$ cat config.mk
export PLATFORM = sky130hd
export DESIGN_NAME = if_fetch_stage
export DESIGN_NICKNAME = d
export VERILOG_FILES = /design/src/rtl/if_fetch_stage.sv
export SDC_FILE = /design/constraint.sdc
export NUM_CORES = 1
export LEC_CHECK = 0
export CAP_MARGIN = 10
export CORE_MARGIN = 3
export CORE_UTILIZATION = 30
export DETAILED_ROUTE_END_ITERATION = 8
export SYNTH_ARGS = -nofsm -noshare
export SYNTH_HDL_FRONTEND = slang
export SYNTH_SLANG_ARGS = --single-unit
export TNS_END_PERCENT = 20
$ cat constraint.sdc
create_clock -name clk -period 4.5 [get_ports clk]
set_input_delay 0.9 -clock clk [delete_from_list [all_inputs] [get_ports clk]]
set_output_delay 0.9 -clock clk [all_outputs]
set_load 0.02 [all_outputs]
$ cat src/rtl/if_fetch_stage.sv
// rtl/if_fetch_stage.sv - RV32I instruction fetch stage with IF/ID pipeline register
// Issues sequential fetches, buffers in-order responses, and squashes wrong-path words on flush.
module if_fetch_stage #(
    parameter logic [31:0] RESET_PC   = 32'h0000_0000,
    parameter int          FIFO_DEPTH = 2,
    parameter logic [31:0] NOP_INST   = 32'h0000_0013
) (
    input  logic        clk,
    input  logic        rst_n,
    input  logic        en,
    input  logic        flush,
    input  logic [31:0] flush_pc,
    output logic        imem_req_valid,
    output logic [31:0] imem_req_addr,
    input  logic        imem_req_ready,
    input  logic        imem_rsp_valid,
    input  logic [31:0] imem_rsp_data,
    output logic        ifid_valid,
    output logic [31:0] ifid_pc,
    output logic [31:0] ifid_inst
);
    localparam int AW = $clog2(FIFO_DEPTH);
    localparam int CW = AW + 1;
    localparam logic [CW:0]   DEPTH_C = (CW + 1)'(FIFO_DEPTH);
    localparam logic [AW-1:0] PTR_ONE = AW'(1);
    localparam logic [CW-1:0] CNT_ONE = CW'(1);

    logic          run_q;
    logic [31:0]   pc_q, pc_d;
    logic [CW-1:0] out_q, out_d;
    logic [CW-1:0] drop_q, drop_d;
    logic [CW-1:0] cnt_q, cnt_d;
    logic [AW-1:0] iq_wp_q, iq_wp_d, iq_rp_q, iq_rp_d;
    logic [AW-1:0] ff_wp_q, ff_wp_d, ff_rp_q, ff_rp_d;
    logic          ifid_valid_q, ifid_valid_d;
    logic [31:0]   ifid_pc_q, ifid_pc_d;
    logic [31:0]   ifid_inst_q, ifid_inst_d;

    logic [31:0]   iq_pc   [FIFO_DEPTH];
    logic [31:0]   ff_pc   [FIFO_DEPTH];
    logic [31:0]   ff_inst [FIFO_DEPTH];

    logic          accept, rsp_fire, rsp_keep, push, pop;
    logic [CW:0]   used;

    assign rsp_fire = imem_rsp_valid && (out_q != '0);
    assign rsp_keep = rsp_fire && (drop_q == '0);
    assign push     = rsp_keep && !flush;
    assign pop      = en && !flush && (cnt_q != '0);

    // Credit counts the slot freed by a pop this cycle so a 1-cycle memory sustains one fetch per cycle.
    assign used           = {1'b0, out_q} + {1'b0, cnt_q} - {{CW{1'b0}}, pop};
    assign imem_req_valid = run_q && !flush && (used < DEPTH_C);
    assign imem_req_addr  = pc_q;
    assign accept         = imem_req_valid && imem_req_ready;

    assign ifid_valid = ifid_valid_q;
    assign ifid_pc    = ifid_pc_q;
    assign ifid_inst  = ifid_inst_q;

    always_comb begin
        pc_d         = pc_q;
        out_d        = out_q + CW'(accept) - CW'(rsp_fire);
        drop_d       = drop_q;
        cnt_d        = cnt_q + CW'(push) - CW'(pop);
        iq_wp_d      = iq_wp_q;
        iq_rp_d      = iq_rp_q;
        ff_wp_d      = ff_wp_q;
        ff_rp_d      = ff_rp_q;
        ifid_valid_d = ifid_valid_q;
        ifid_pc_d    = ifid_pc_q;
        ifid_inst_d  = ifid_inst_q;

        if (accept) begin
            pc_d    = pc_q + 32'd4;
            iq_wp_d = iq_wp_q + PTR_ONE;
        end
        if (rsp_keep) begin
            iq_rp_d = iq_rp_q + PTR_ONE;
        end
        if (rsp_fire && (drop_q != '0)) begin
            drop_d = drop_q - CNT_ONE;
        end
        if (push) begin
            ff_wp_d = ff_wp_q + PTR_ONE;
        end
        if (pop) begin
            ff_rp_d      = ff_rp_q + PTR_ONE;
            ifid_valid_d = 1'b1;
            ifid_pc_d    = ff_pc[ff_rp_q];
            ifid_inst_d  = ff_inst[ff_rp_q];
        end else if (en) begin
            ifid_valid_d = 1'b0;
            ifid_inst_d  = NOP_INST;
        end

        // Every request still in flight at a redirect belongs to the wrong path.
        if (flush) begin
            pc_d         = flush_pc;
            drop_d       = out_q - CW'(rsp_fire);
            cnt_d        = '0;
            iq_wp_d      = '0;
            iq_rp_d      = '0;
            ff_wp_d      = '0;
            ff_rp_d      = '0;
            ifid_valid_d = 1'b0;
            ifid_inst_d  = NOP_INST;
        end
    end

    always_ff @(posedge clk) begin
        if (accept) begin
            iq_pc[iq_wp_q] <= pc_q;
        end
        if (push) begin
            ff_pc[ff_wp_q]   <= iq_pc[iq_rp_q];
            ff_inst[ff_wp_q] <= imem_rsp_data;
        end
    end

    always_ff @(posedge clk or negedge rst_n) begin
        if (!rst_n) begin
            run_q        <= 1'b0;
            pc_q         <= RESET_PC;
            out_q        <= '0;
            drop_q       <= '0;
            cnt_q        <= '0;
            iq_wp_q      <= '0;
            iq_rp_q      <= '0;
            ff_wp_q      <= '0;
            ff_rp_q      <= '0;
            ifid_valid_q <= 1'b0;
            ifid_pc_q    <= 32'h0;
            ifid_inst_q  <= NOP_INST;
        end else begin
            run_q        <= 1'b1;
            pc_q         <= pc_d;
            out_q        <= out_d;
            drop_q       <= drop_d;
            cnt_q        <= cnt_d;
            iq_wp_q      <= iq_wp_d;
            iq_rp_q      <= iq_rp_d;
            ff_wp_q      <= ff_wp_d;
            ff_rp_q      <= ff_rp_d;
            ifid_valid_q <= ifid_valid_d;
            ifid_pc_q    <= ifid_pc_d;
            ifid_inst_q  <= ifid_inst_d;
        end
    end

    a_rsp_has_req: assert property (@(posedge clk) disable iff (!rst_n)
        imem_rsp_valid |-> (out_q != '0));
    a_flush_aligned: assert property (@(posedge clk) disable iff (!rst_n)
        flush |-> (flush_pc[1:0] == 2'b00));

endmodule

* After elaboration in Yosys (flattened, before gate mapping)
Memory sizes are Yosys's and may differ from the RTL's. A register that Yosys moved wholly into a read port is not among the register bits.
Index checks and enable logic that the tools add are counted.
** Cells by class
- Add/sub/neg operators :: 13
- Magnitude comparators :: 1
- Multiplexer cells :: 23
- Reductions and logical operators :: 21
** Operator list (count)
- $mux 32 :: 5
- $add 32x3->32 const B :: 1
- $reduce_bool 2->1 :: 8
- $mux 1 :: 15
- $logic_and 1x1->1 :: 9
- $mux 2 :: 3
- $sub 2x1->2 :: 3
- $add 1x1->1 const B :: 4
- $add 2x1->2 :: 2
- $add 2x2->3 :: 1
- $lt 3x2->1 const B :: 1
- $reduce_bool 3->1 :: 1
- $sub 3x1->3 :: 1
- $logic_not 1->1 :: 2
- $logic_not 2->1 :: 1
- $sub 2x1->2 const B :: 1
** Word-level totals
- Bits in registers :: 76
- Memory bits (writable) :: 192
- Input port bits :: 70
- Output and inout bits :: 98
- Logic and storage cells :: 72
- Memories kept :: 3
** Memories
- ff_inst :: depth 2, width 32, read ports 1, clocked after Yosys merged registers in 0, write ports 1, line 41 : logic [31:0] ff_inst [FIFO_DEPTH];
- ff_pc :: depth 2, width 32, read ports 1, clocked after Yosys merged registers in 1, write ports 1, line 40 : logic [31:0] ff_pc [FIFO_DEPTH];
- iq_pc :: depth 2, width 32, read ports 1, clocked after Yosys merged registers in 0, write ports 1, line 39 : logic [31:0] iq_pc [FIFO_DEPTH];

* Depth between registers and ports, before layout
- Depth in word-level cells :: 9
- Depth in mapped cells :: 16
- Gate-level depth less buffers :: 14

* Least setup slack after synthesis
OpenSTA, ideal clock, no wires.
- Path kind :: in2reg
- From :: in en
- To :: mem iq_pc[0][0], enable pin
- Library setup time :: 0.421 ns
- Data arrival time :: 4.555 ns
- Data required time :: 4.079 ns
- Slack :: -0.476 ns
- Cell stages on the path :: 12
- Path buffers :: 2
- Cells stage by stage :: o21ai_0 -> nand2b_1 -> clkbuf_1 -> inv_1 -> ha_1 -> nand2b_1 -> fa_1 -> nand4b_1 -> nor2_2 -> inv_1 -> clkbuf_1 -> nor2_1
** Between the ends
- Longest elaborated chain between the ends :: 8
** RTL lines
- from (decl) :: line 10 : input logic en,
- $logic_and 1x1->1 (2 in series) :: line 49 : assign pop = en && !flush && (cnt_q != '0);
- $sub 3x1->3 :: line 52 : assign used = {1'b0, out_q} + {1'b0, cnt_q} - {{CW{1'b0}}, pop};
- $lt 3x2->1 :: line 53 : assign imem_req_valid = run_q && !flush && (used < DEPTH_C);
- $logic_and 1x1->1 :: line 53
- $logic_and 1x1->1 :: line 55 : assign accept = imem_req_valid && imem_req_ready;
- $mux 1 :: line 112 : if (accept) begin
- $mux 1 (implied by the code) :: line 113 : iq_pc[iq_wp_q] <= pc_q;
- to (decl) :: line 39
No other way between the ends.

* Worst setup path after layout
- From :: in en
- To :: out imem_req_valid
** Between the ends
- Longest elaborated chain between the ends :: 5
** RTL lines
- $logic_and 1x1->1 (2 in series) :: line 49
- $sub 3x1->3 :: line 52
- $lt 3x2->1 :: line 53
- $logic_and 1x1->1 :: line 53
- to (decl) :: line 13 : output logic imem_req_valid,
No other way between the ends.

==> results by group <==
Status
  – Outcome: complete, no violations

Clock network
  – TritonCTS Buffers: 34
  – CTS H-tree depth: 2
  – Cts hold-fix bufs: 0
  – Post-cts resize count: 1
  – Clock Pin Slew Worst Setup and Hold Paths: 50 ps
  – Insertion delay to the later sink of the worst-skew pair: 530 ps
  – Clock tree sinks: 300
  – Root Buffer Master: clkbuf_16
  – CTS tree: yes
  – Clock Path Buffers: 3
  – Post-CTS Setup Inserts: 0

Global route
  – Largest net degree at the start of global routing: 95
  – Gr usage total: 12.4%
  – Overflow after GRT: 0
  – Antenna violations before repair: 0
  – First-pass GRT wire length: 40100 um
  – Number of global-route vias before repair: 6843

Floorplanning
  – Die width: 202 um
  – Die area: 0.0410 mm^2
  – Die height: 202 um
  – Row count: 71
  – I/O Pins: 168
  – Core area: 0.0378 mm^2
  – Initial core utilization: 30.6%

Timing
  – Slew Limit Fails: 0
  – Final-report hold violation count: 0
  – Hold_ws: 472 ps
  – Layout Skew: 26.7 ps
  – Period minus WS final: 4290 ps
  – Rel. slew slack: 39.7%
  – Final setup viols: 0
  – Tightest Pin Transition: 904 ps
  – Fmax: 233 MHz
  – RSZ-0062 raised after global routing: no
  – Period utilization: 95.2%

Yosys
  – Mux cell area share after synthesis: 9.10%
  – Largest area contributor in the synthesized netlist: edfxtp_1
  – Post-Syn Nets: 862
  – Post-synth top area share: 49.8%
  – Post-Syn Area: 0.0116 mm^2
  – Top post-synthesis cells by area: edfxtp_1 (50%), dfrtp_1 (23%), mux2i_1 (5.8%)
  – Mapped Cells: 782
  – Post-Synth XOR/XNOR Area: 1.14%
  – EDFF count, synth: 192
  – Cell variety after synth: 52
  – Post-synth ARST share: 36.0%
  – Complex-gate fraction of the synthesized area: 6.15%
  – Synth Area in Adders: 1.15%
  – Simple-gate area share of the yosys netlist: 7.60%
  – YS warnings: 0
  – Syn Area/Cell: 14.8 um^2
  – Largest family of logic cells by synthesized area: multiplexers
  – Number of synthesized register bits: 300
  – Top_reg_cell synth: edfxtp_1
  – Seq/Total Area, Yosys: 73.2%

Routing
  – 1st-pass router iterations: 4
  – Post-route ant nets: 0
  – Vias post-DR: 6765
  – WL final: 25400 um
  – Wirelength per Cell: 16.8 um
  – Drt drc: 0
  – Initial DRC count: 295
  – Via-to-Cell Ratio: 4.49

Layout
  – Footprint of the multi-input gates: 0.00294 mm^2
  – Final nets: 1051
  – Register area: 0.00848 mm^2
  – Fillers: 3582
  – Ant. Diodes: 0
  – Ratio of cells with drive above 1 in the final layout: 12.5%
  – Finished Layout Cells: 1508
  – P&R area growth vs syn: 30.2%

Hold path
  – Min-delay worst type: reg -> reg
  – HP Start: ifid_inst[30]$_DFFE_PN0P_
  – Hold EP: ifid_inst[30]$_DFFE_PN0P_
  – Worst Hold Depth: 2

Job
  – Max-Cap Viols: 0

Power
  – Peak supply drop: 0.231 mV
  – Power Density: 530 mW/mm^2
  – Leak: 5.36 nW

Worst setup path
  – Reg2reg start: cnt_q[0]$_DFF_PN0_
  – R2R Path End: imem_req_addr[5]$_DFFE_PN0P_
  – CP Capture Type: output pin
  – Worst R2R Setup Slack: 1180 ps
  – Worst Path Arrival: 3390 ps
  – Worst-path fanout max: 2
  – R2R depth: 13
  – CP Launch Type: primary input
  – Kind of critical path: in -> out
  – Crit path from: en
  – Worst Path Required: 3600 ps

Placed design
  – Gpl congestion: 0.763
  – Port bufs: 167
  – Placed Cells: 1446
  – Dpl hpwl: 16600 um
-- flip-flops by register name, indices dropped and copies added, names as in the netlist --
register       flops
iq_rp_q            1
ff_inst           64
run_q              1
imem_req_addr     32
ff_pc             64
iq_wp_q            1
out_q              2
ifid_pc           32
cnt_q              2
ifid_valid         1
drop_q             2
ifid_inst         32
iq_pc             64
ff_wp_q            1
ff_rp_q            1
-- layout by cell type (no fill, tap or decap), types with 9 or more instances in the layout --
| cell | instances |
|---|---|
| edfxtp_1 | 192 |
| clkdlybuf4s50_1 | 164 |
| dfrtp_1 | 104 |
| nand2_1 | 95 |
| o21ai_0 | 77 |
| mux2i_1 | 67 |
| mux2_2 | 34 |
| clkbuf_16 | 34 |
| nand3_1 | 23 |
| nor2_1 | 20 |
| buf_4 | 18 |
| inv_1 | 14 |
| o211ai_1 | 13 |
| nand4_1 | 10 |
| nor3_1 | 10 |
| ha_1 | 9 |
| clkbuf_1 | 9 |
-- final cells by class --
| class | instances | share of cell area [%] |
|---|---|---|
| Inverter | 15 | 0.374 |
| Multi-Input combinational cell | 433 | 19.5 |
| Tap cell | 511 | 4.24 |
| Timing Repair Buffer | 187 | 12.3 |
| Sequential cell | 300 | 56.2 |
| Clock inverter | 19 | 1.49 |
| Clock buffer | 43 | 5.87 |
-- Yosys cell counts (3+ instances only) --
library cell  instances
a21o_1                3
a21oi_1               6
a221o_1               4
and2_1                3
buf_1                 5
buf_2                 3
clkbuf_1             26
dfrtp_1             105
dfstp_2               3
edfxtp_1            192
ha_1                  9
inv_1                14
mux2_2               34
mux2i_1              67
nand2_1              95
nand3_1              23
nand4_1              10
nor2_1               24
nor3_1               10
o211ai_1             13
o21ai_0              77
o311ai_0              4
xnor2_1               7
xor2_1                8
-- critical path: stages --
cell	delay, ps
clkdlybuf4s50_1	510
o21ai_0	130
nand2b_4	160
inv_1	90
ha_1	230
nand2b_1	150
fa_1	380
xnor2_1	150
nor4bb_1	300
dlygate4sd2_1	390
-- worst max-delay path by stage --
| stage | slack, ps | end |
|---|---|---|
| finish | 210 | imem_req_valid |
| global route | 30 | imem_req_valid |
| CTS | 170 | imem_req_valid |
| detailed placement | -110 | imem_req_valid |
| global placement | -50 | imem_req_valid |
| floorplan | 50 | iq_pc[0][0]$_DFFE_PP_ |
-- per-layer routing --
| metal | track usage, % | vias to the layer above | routed length, um |
|---|---|---|---|
| met5 | 0 | - | 0 |
| met4 | 4.58 | 0 | 699 |
| met3 | 2.61 | 42 | 1180 |
| met2 | 19.4 | 168 | 11700 |
| met1 | 17.2 | 3274 | 11800 |
| li1 | - | 3281 | - |
-- cell families (layout without fill, tap and decap cells) --
family / count (synthesis) / after routing
xor gates and xnor gates: 15 / 15
muxes: 101 / 101
other: 1 / 1
buffers and inverters: 49 / 264
AOI/OAI and AO/OA: 120 / 120
DFF: 300 / 300
adders and majority gates: 10 / 10
and+or+nand+nor: 186 / 186
-- per-stage QoR --
step	TNS, ps	power [mW]	cell area [um^2]	setup WS, ps	util, %
5_1_grt	0	8.41	15100	34.0	39.8
6_report	0	7.98	15100	214	39.8
2_1_floorplan	0	4.53	11600	52.0	-
3_5_place_dp	-109	5.35	14000	-109	36.9
3_3_place_gp	-46.4	5.32	14000	-46.4	36.9
4_1_cts	0	8.14	15100	166	39.8
-- power breakdown --
| part | leakage, nW | internal, mW | total, mW | switching, mW |
|---|---|---|---|---|
| combinational | 1.71 | 0.768 | 1.65 | 0.887 |
| clock | 0.529 | 1.64 | 2.73 | 1.09 |
| sequential | 3.12 | 3.35 | 3.60 | 0.252 |
Power figures use the tool's default switching activity.
